===== src/rtl/arbiter_age_n_pkg.sv =====
`default_nettype none
// ============================================================================
// Module   : arbiter_age_n_pkg
// Brief    : Shared constants and helpers for the oldest-first arbiter.
// Revision : 1.0 - initial release
// ============================================================================
package arbiter_age_n_pkg;

    localparam int c_MAX_N   = 16;
    localparam bit c_LOCK    = 1'b1;
    localparam bit c_NOLOCK  = 1'b0;

    // Index width for n requesters; never narrower than one bit.
    function automatic int idx_width(input int n);
        return (n > 1) ? $clog2(n) : 1;
    endfunction

    function automatic logic [c_MAX_N-1:0] onehot(input int idx);
        return c_MAX_N'(1) << idx;
    endfunction

endpackage
`default_nettype wire


===== src/rtl/arbiter_age_n_if.sv =====
`default_nettype none
// ============================================================================
// Module   : arbiter_age_n_if
// Brief    : Request/grant bundle between input ports and the arbiter.
// Revision : 1.0 - initial release
// ============================================================================
interface arbiter_age_n_if #(
    parameter int N = 4
);
    localparam int IDXW = arbiter_age_n_pkg::idx_width(N);

    logic [N-1:0]    request;
    logic            buffer_full_i;
    logic            tail_i;
    logic [N-1:0]    grant;
    logic            grant_v_o;
    logic [IDXW-1:0] grant_idx_o;
    logic [IDXW:0]   occupancy_o;
    logic            err_o;

    modport master (
        output request, buffer_full_i, tail_i,
        input  grant, grant_v_o, grant_idx_o, occupancy_o, err_o
    );

    modport slave (
        input  request, buffer_full_i, tail_i,
        output grant, grant_v_o, grant_idx_o, occupancy_o, err_o
    );

endinterface
`default_nettype wire


===== src/rtl/rot_prio_order.sv =====
`default_nettype none
// ============================================================================
// Module   : rot_prio_order
// Brief    : Lists set bits of a vector in rotating order from a start index.
// Revision : 1.0 - initial release
// ============================================================================
module rot_prio_order
    import arbiter_age_n_pkg::*;
#(
    parameter  int N    = 4,
    localparam int IDXW = idx_width(N)
) (
    input  logic [N-1:0]           vec_i,
    input  logic [IDXW-1:0]        start_i,
    output logic [N-1:0][IDXW-1:0] order_o,
    output logic [IDXW:0]          count_o
);

    always_comb begin
        int              j;
        int              n_found;
        logic [IDXW-1:0] idx;
        order_o = '0;
        n_found = 0;
        j       = 0;
        idx     = '0;
        for (int k = 0; k < N; k++) begin
            j = int'(start_i) + k;
            if (j >= N) begin
                j = j - N;
            end
            idx = IDXW'(j);
            if (vec_i[idx]) begin
                for (int p = 0; p < N; p++) begin
                    if (p == n_found) begin
                        order_o[p] = idx;
                    end
                end
                n_found++;
            end
        end
        count_o = (IDXW+1)'(n_found);
    end

endmodule
`default_nettype wire


===== src/rtl/arbiter_age_n.sv =====
`default_nettype none
// ============================================================================
// Module   : arbiter_age_n
// Brief    : N-requester oldest-first arbiter with packet lock and back-pressure.
// Revision : 1.0 - initial release
// ============================================================================
module arbiter_age_n
    import arbiter_age_n_pkg::*;
#(
    parameter  int N       = 4,
    parameter  bit LOCK_EN = c_LOCK,
    localparam int IDXW    = idx_width(N)
) (
    input  logic           clk,
    input  logic           rst,
    arbiter_age_n_if.slave bus
);

    typedef logic [IDXW-1:0] idx_t;

    idx_t [N-1:0]  q_idx_q, q_idx_d;
    logic [IDXW:0] count_q, count_d;
    idx_t          rr_ptr_q, rr_ptr_d;
    logic          lock_q, lock_d;

    idx_t          head;
    logic          grant_v;
    logic          deq;
    logic          err;
    logic [N-1:0]  queued_mask;
    logic [N-1:0]  deq_mask;
    logic [N-1:0]  arrivals;
    logic [N-1:0]  keep;
    idx_t [N-1:0]  arr_order;
    logic [IDXW:0] arr_count;

    rot_prio_order #(
        .N (N)
    ) u_rot_prio_order (
        .vec_i   (arrivals),
        .start_i (rr_ptr_q),
        .order_o (arr_order),
        .count_o (arr_count)
    );

    // Decode of the current cycle from registered queue and live inputs.
    always_comb begin
        head        = q_idx_q[0];
        grant_v     = (count_q != '0) && !bus.buffer_full_i && bus.request[head];
        deq         = grant_v && (!LOCK_EN || bus.tail_i);
        err         = lock_q && (count_q != '0) && !bus.request[head];
        deq_mask    = deq ? N'(onehot(int'(head))) : '0;
        queued_mask = '0;
        keep        = '0;
        for (int e = 0; e < N; e++) begin
            if (e < int'(count_q)) begin
                queued_mask = queued_mask | N'(onehot(int'(q_idx_q[e])));
                keep[e]     = bus.request[q_idx_q[e]] && !((e == 0) && deq);
            end
        end
        arrivals = bus.request & ~queued_mask & ~deq_mask;
    end

    // Survivors keep their relative order; arrivals land behind them.
    always_comb begin
        int rank;
        int surv;
        q_idx_d = '0;
        rank    = 0;
        surv    = $countones(keep);
        for (int p = 0; p < N; p++) begin
            rank = 0;
            for (int e = 0; e < N; e++) begin
                if (keep[e] && (rank == p)) begin
                    q_idx_d[p] = q_idx_q[e];
                end
                if (keep[e]) begin
                    rank++;
                end
            end
            for (int a = 0; a < N; a++) begin
                if ((a < int'(arr_count)) && ((surv + a) == p)) begin
                    q_idx_d[p] = arr_order[a];
                end
            end
        end
        count_d = (IDXW+1)'(surv) + arr_count;

        rr_ptr_d = rr_ptr_q;
        lock_d   = lock_q;
        if (deq) begin
            rr_ptr_d = (head == idx_t'(N-1)) ? '0 : head + idx_t'(1);
            lock_d   = 1'b0;
        end else if (err) begin
            lock_d   = 1'b0;
        end else if (LOCK_EN && grant_v) begin
            lock_d   = 1'b1;
        end
    end

    always_ff @(posedge clk or negedge rst) begin
        if (!rst) begin
            q_idx_q  <= '0;
            count_q  <= '0;
            rr_ptr_q <= '0;
            lock_q   <= 1'b0;
        end else begin
            q_idx_q  <= q_idx_d;
            count_q  <= count_d;
            rr_ptr_q <= rr_ptr_d;
            lock_q   <= lock_d;
        end
    end

    assign bus.grant       = grant_v ? N'(onehot(int'(head))) : '0;
    assign bus.grant_v_o   = grant_v;
    assign bus.grant_idx_o = grant_v ? head : '0;
    assign bus.occupancy_o = count_q;
    assign bus.err_o       = err;

endmodule
`default_nettype wire


===== src/flat_wrapper.sv =====
// flat-port wrapper written by rule: the top's interface ports become plain ports
module arbiter_age_n_flat import arbiter_age_n_pkg::*;
#(
    parameter  int N       = 4,
    parameter  bit LOCK_EN = c_LOCK,
    localparam int IDXW    = idx_width(N)
)
  (clk, rst, bus_request, bus_buffer_full_i, bus_tail_i, bus_grant, bus_grant_v_o, bus_grant_idx_o, bus_occupancy_o, bus_err_o);
  arbiter_age_n_if #(.N(N)) bus_i ();
  input  logic clk;
  input  logic rst;
  input wire logic [$bits(bus_i.request)-1:0] bus_request;
  input wire logic [$bits(bus_i.buffer_full_i)-1:0] bus_buffer_full_i;
  input wire logic [$bits(bus_i.tail_i)-1:0] bus_tail_i;
  output wire logic [$bits(bus_i.grant)-1:0] bus_grant;
  output wire logic [$bits(bus_i.grant_v_o)-1:0] bus_grant_v_o;
  output wire logic [$bits(bus_i.grant_idx_o)-1:0] bus_grant_idx_o;
  output wire logic [$bits(bus_i.occupancy_o)-1:0] bus_occupancy_o;
  output wire logic [$bits(bus_i.err_o)-1:0] bus_err_o;
  assign bus_i.request = bus_request;
  assign bus_i.buffer_full_i = bus_buffer_full_i;
  assign bus_i.tail_i = bus_tail_i;
  assign bus_grant = bus_i.grant;
  assign bus_grant_v_o = bus_i.grant_v_o;
  assign bus_grant_idx_o = bus_i.grant_idx_o;
  assign bus_occupancy_o = bus_i.occupancy_o;
  assign bus_err_o = bus_i.err_o;
  arbiter_age_n #(.N(N), .LOCK_EN(LOCK_EN)) u_core (.clk(clk), .rst(rst), .bus(bus_i));
endmodule

===== config.mk =====
export PLATFORM = sky130hd
export DESIGN_NAME = arbiter_age_n_flat
export DESIGN_NICKNAME = d
export VERILOG_FILES = /design/src/rtl/arbiter_age_n_pkg.sv /design/src/rtl/arbiter_age_n_if.sv /design/src/rtl/rot_prio_order.sv /design/src/rtl/arbiter_age_n.sv /design/src/flat_wrapper.sv
export SDC_FILE = /design/constraint.sdc
export NUM_CORES = 1
export LEC_CHECK = 0
export BUFFER_PORTS_ARGS = -buffer_cell sky130_fd_sc_hd__buf_2
export CORE_ASPECT_RATIO = 0.7
export CORE_MARGIN = 2
export CORE_UTILIZATION = 59
export DETAILED_ROUTE_END_ITERATION = 8
export PLACE_DENSITY = 0.87
export SLEW_MARGIN = 20
export SYNTH_ARGS = -nofsm -noshare
export SYNTH_HDL_FRONTEND = slang
export SYNTH_SLANG_ARGS = --single-unit

===== constraint.sdc =====
create_clock -name clk -period 9.75 [get_ports clk]
set_input_delay 1.95 -clock clk [delete_from_list [all_inputs] [get_ports clk]]
set_output_delay 1.95 -clock clk [all_outputs]
set_load 0.005 [all_outputs]

==> results.md <==
* Fmax at 174 MHz
* 1st-pass router iterations at 5
* Crit path capture type: flop
* Initial Util at 63.1%
* DRC at 0
* Antenna Nets Post-Route at 0
* Via count at 2622
* Vias in the first global route at 2211
* Yosys top cell area share at 13.8%
* IO Pins at 19
* Hold Vio Cnt, Final at 0
* Max cap viols at 0
* Sequential cell area fraction in the yosys report at 13.8%
* Die H at 58.9 µm
* Syn_area_per_cell at 7.80 µm²
* Fraction of layout cells with a size suffix above 1 at 16.9%
* Synth Net Count at 357
* Post-synth cell types at 65
* Largest net degree at the start of global routing at 27
* DPL Wire Length at 5320 µm
* Area leader, netlist: dfrtp_1
* Antenna violations before repair at 0
* Die width at 82.4 µm
* Reg2reg start: u_core.head[0]
* Commonest non-fill, non-tap cell in the layout: nand2_1
* RSZ-0062 raised after global routing: no
* Hold WC Path Type: reg -> reg
* Cts repair resizes at 0
* HP Start: u_core.lock_q
* Post-synth design cell area at 0.00254 mm²
* Yosys warnings at 0
* Post-synth EDFFs at 0
* CTS tree: built
* CP startpoint: bus_request[3]
* Max Clock Skew at 0.00236 ns
* Clock Pin Slew Worst Setup and Hold Paths at 0.06 ns
* Final Max Tran Viols at 0
* Cts hold-fix bufs at 0
* H-tree depth at 1
* Diode count at 0
* # nets final at 360
* Routed len/inst at 18.5 µm
* Synth area leaders: dfrtp_1, ha_1, mux4_2
* Fin crit share at 58.8%
* Ys flop type: dfrtp_1
* Total wire length at 7010 µm
* Row cnt at 19
* Worst path required time at 9.89 ns
* Clk sinks at 14
* Vias per inst at 6.94
* Total grt overflow at 0
* Post-synthesis register bit count at 14
* Critical path type: in -> reg
* Setup repair bufs after CTS at 0
* Worst-Margin Slew at 0.878 ns
* Setup TNS at 0 ns
* Final setup violation count at 0
* GRT Total Usage at 30.2%
* Die Area at 0.00485 mm²
* Port Buf Inserts at 18
* Most frequent cells in the layout: nand2_1, nor2_1, ha_1
* Worst slew margin at 41.5%
* Status: finished, final reports clean
* Asr flop ratio synth at 100%
* Startpoint Class: input port
* First-pass GRT wire length at 11100 µm
* Number of DRC markers in iteration 0 at 242
* WP data arrival at 5.87 ns
* GP Congestion at 0.971
* Core ar. at 0.00402 mm²
* Clk root buf: clkbuf_8
* Layout area overhead at 3.11%
* Clock buffer depth at 2
* Num CTS Buffers at 3
* Clock latency on the worst-skew pair at 0.25 ns
* Worst-path maximum fanout at 8
* Fin crit period at 5.73 ns
* Mapped Cells at 325
-- routing by layer --
metal / track usage [%] / share of wire (%) / up-vias
met1: 45.2 / 44 / 1219
met5: 0 / 0 / -
li1: - / - / 1214
met2: 45.2 / 43 / 179
met3: 7.82 / 12 / 10
met4: 3.57 / 0.97 / 0
-- sequential cells by signal, indices dropped and copies added (netlist names) --
name                    count
u_core.q_idx_q              6
u_core.bus.occupancy_o      3
u_core.rr_ptr_q             2
u_core.lock_q               1
u_core.head                 2
-- cell families (layout without fill, tap and decap cells) --
group / count (synthesis) / after routing / share of synthesized area [%]
and+or+nand+nor: 133 / 133 / 26.2
AOI/OAI and AO/OA: 82 / 82 / 23.0
buffers and inverters: 40 / 41 / 7.60
muxes: 27 / 27 / 15.1
adders and majority gates: 25 / 25 / 12.9
DFF: 14 / 14 / 13.8
xor gates and xnor gates: 4 / 4 / 1.38
-- stage by stage --
step | hold slack, ns | area, µm² | cells | utilization (%) | setup WS, ns
floorplan | 0.497 | 2540 | 325 | - | 4.31
global placement | 0.521 | 2570 | 375 | 64.1 | 3.85
detailed placement | 0.533 | 2570 | 375 | 64.1 | 3.82
CTS | 0.546 | 2620 | 378 | 65.1 | 4.09
global route | 0.609 | 2620 | 378 | 65.1 | 3.74
finish | 0.543 | 2620 | 378 | 65.1 | 4.02
-- critical path, cell delays in order --
cell and delay, ns:
buf_2 0.13, mux4_2 0.48, o21ai_0 0.21, a21o_1 0.27, inv_1 0.12, ha_1 0.42, ha_1 0.18, inv_1 0.05
fa_1 0.70, nor2b_1 0.11, ha_1 0.31, o21ai_0 0.08, a31oi_1 0.25, nand2_1 0.09, nor2_1 0.18, mux2_2 0.35
-- cells in the mapped netlist, types with 8 or more instances --
master and instances:
a21oi_1 13, ha_1 22, and3_1 9, inv_1 19, nor3_1 12, nor2_1 28
nand2_1 36, a31oi_1 9, dfrtp_1 14, nand3_1 17, mux4_2 8, clkbuf_1 10
mux2i_1 12, o21ai_0 13
-- final cells by class --
class                   instances  area (µm²)
multi-input cells             271        1990
fillers                       336        1400
flip-flops and latches         14         350
repair buffers                 18        90.1
inverters                      20        75.1
well taps                      52        65.1
clock buffers                   3        41.3
-- path summary, 6_finish.rpt --
check | endpoint | slack [ns] | depth (start not counted)
max | u_core.q_idx_q[3] | 4.02 | 16
min reg2reg | u_core.lock_q | 0.54 | 2
min | u_core.lock_q | 0.54 | 2
min in group asynchronous | u_core.lock_q | 1.60 | 1
max reg2reg | u_core.q_idx_q[3] | 4.92 | 20
max in group asynchronous | u_core.bus.occupancy_o[0] | 7.89 | 1
Power is left out: the tool's default activity adds up to more than one toggle a clock period on the data nets, which glitch-free logic cannot reach.
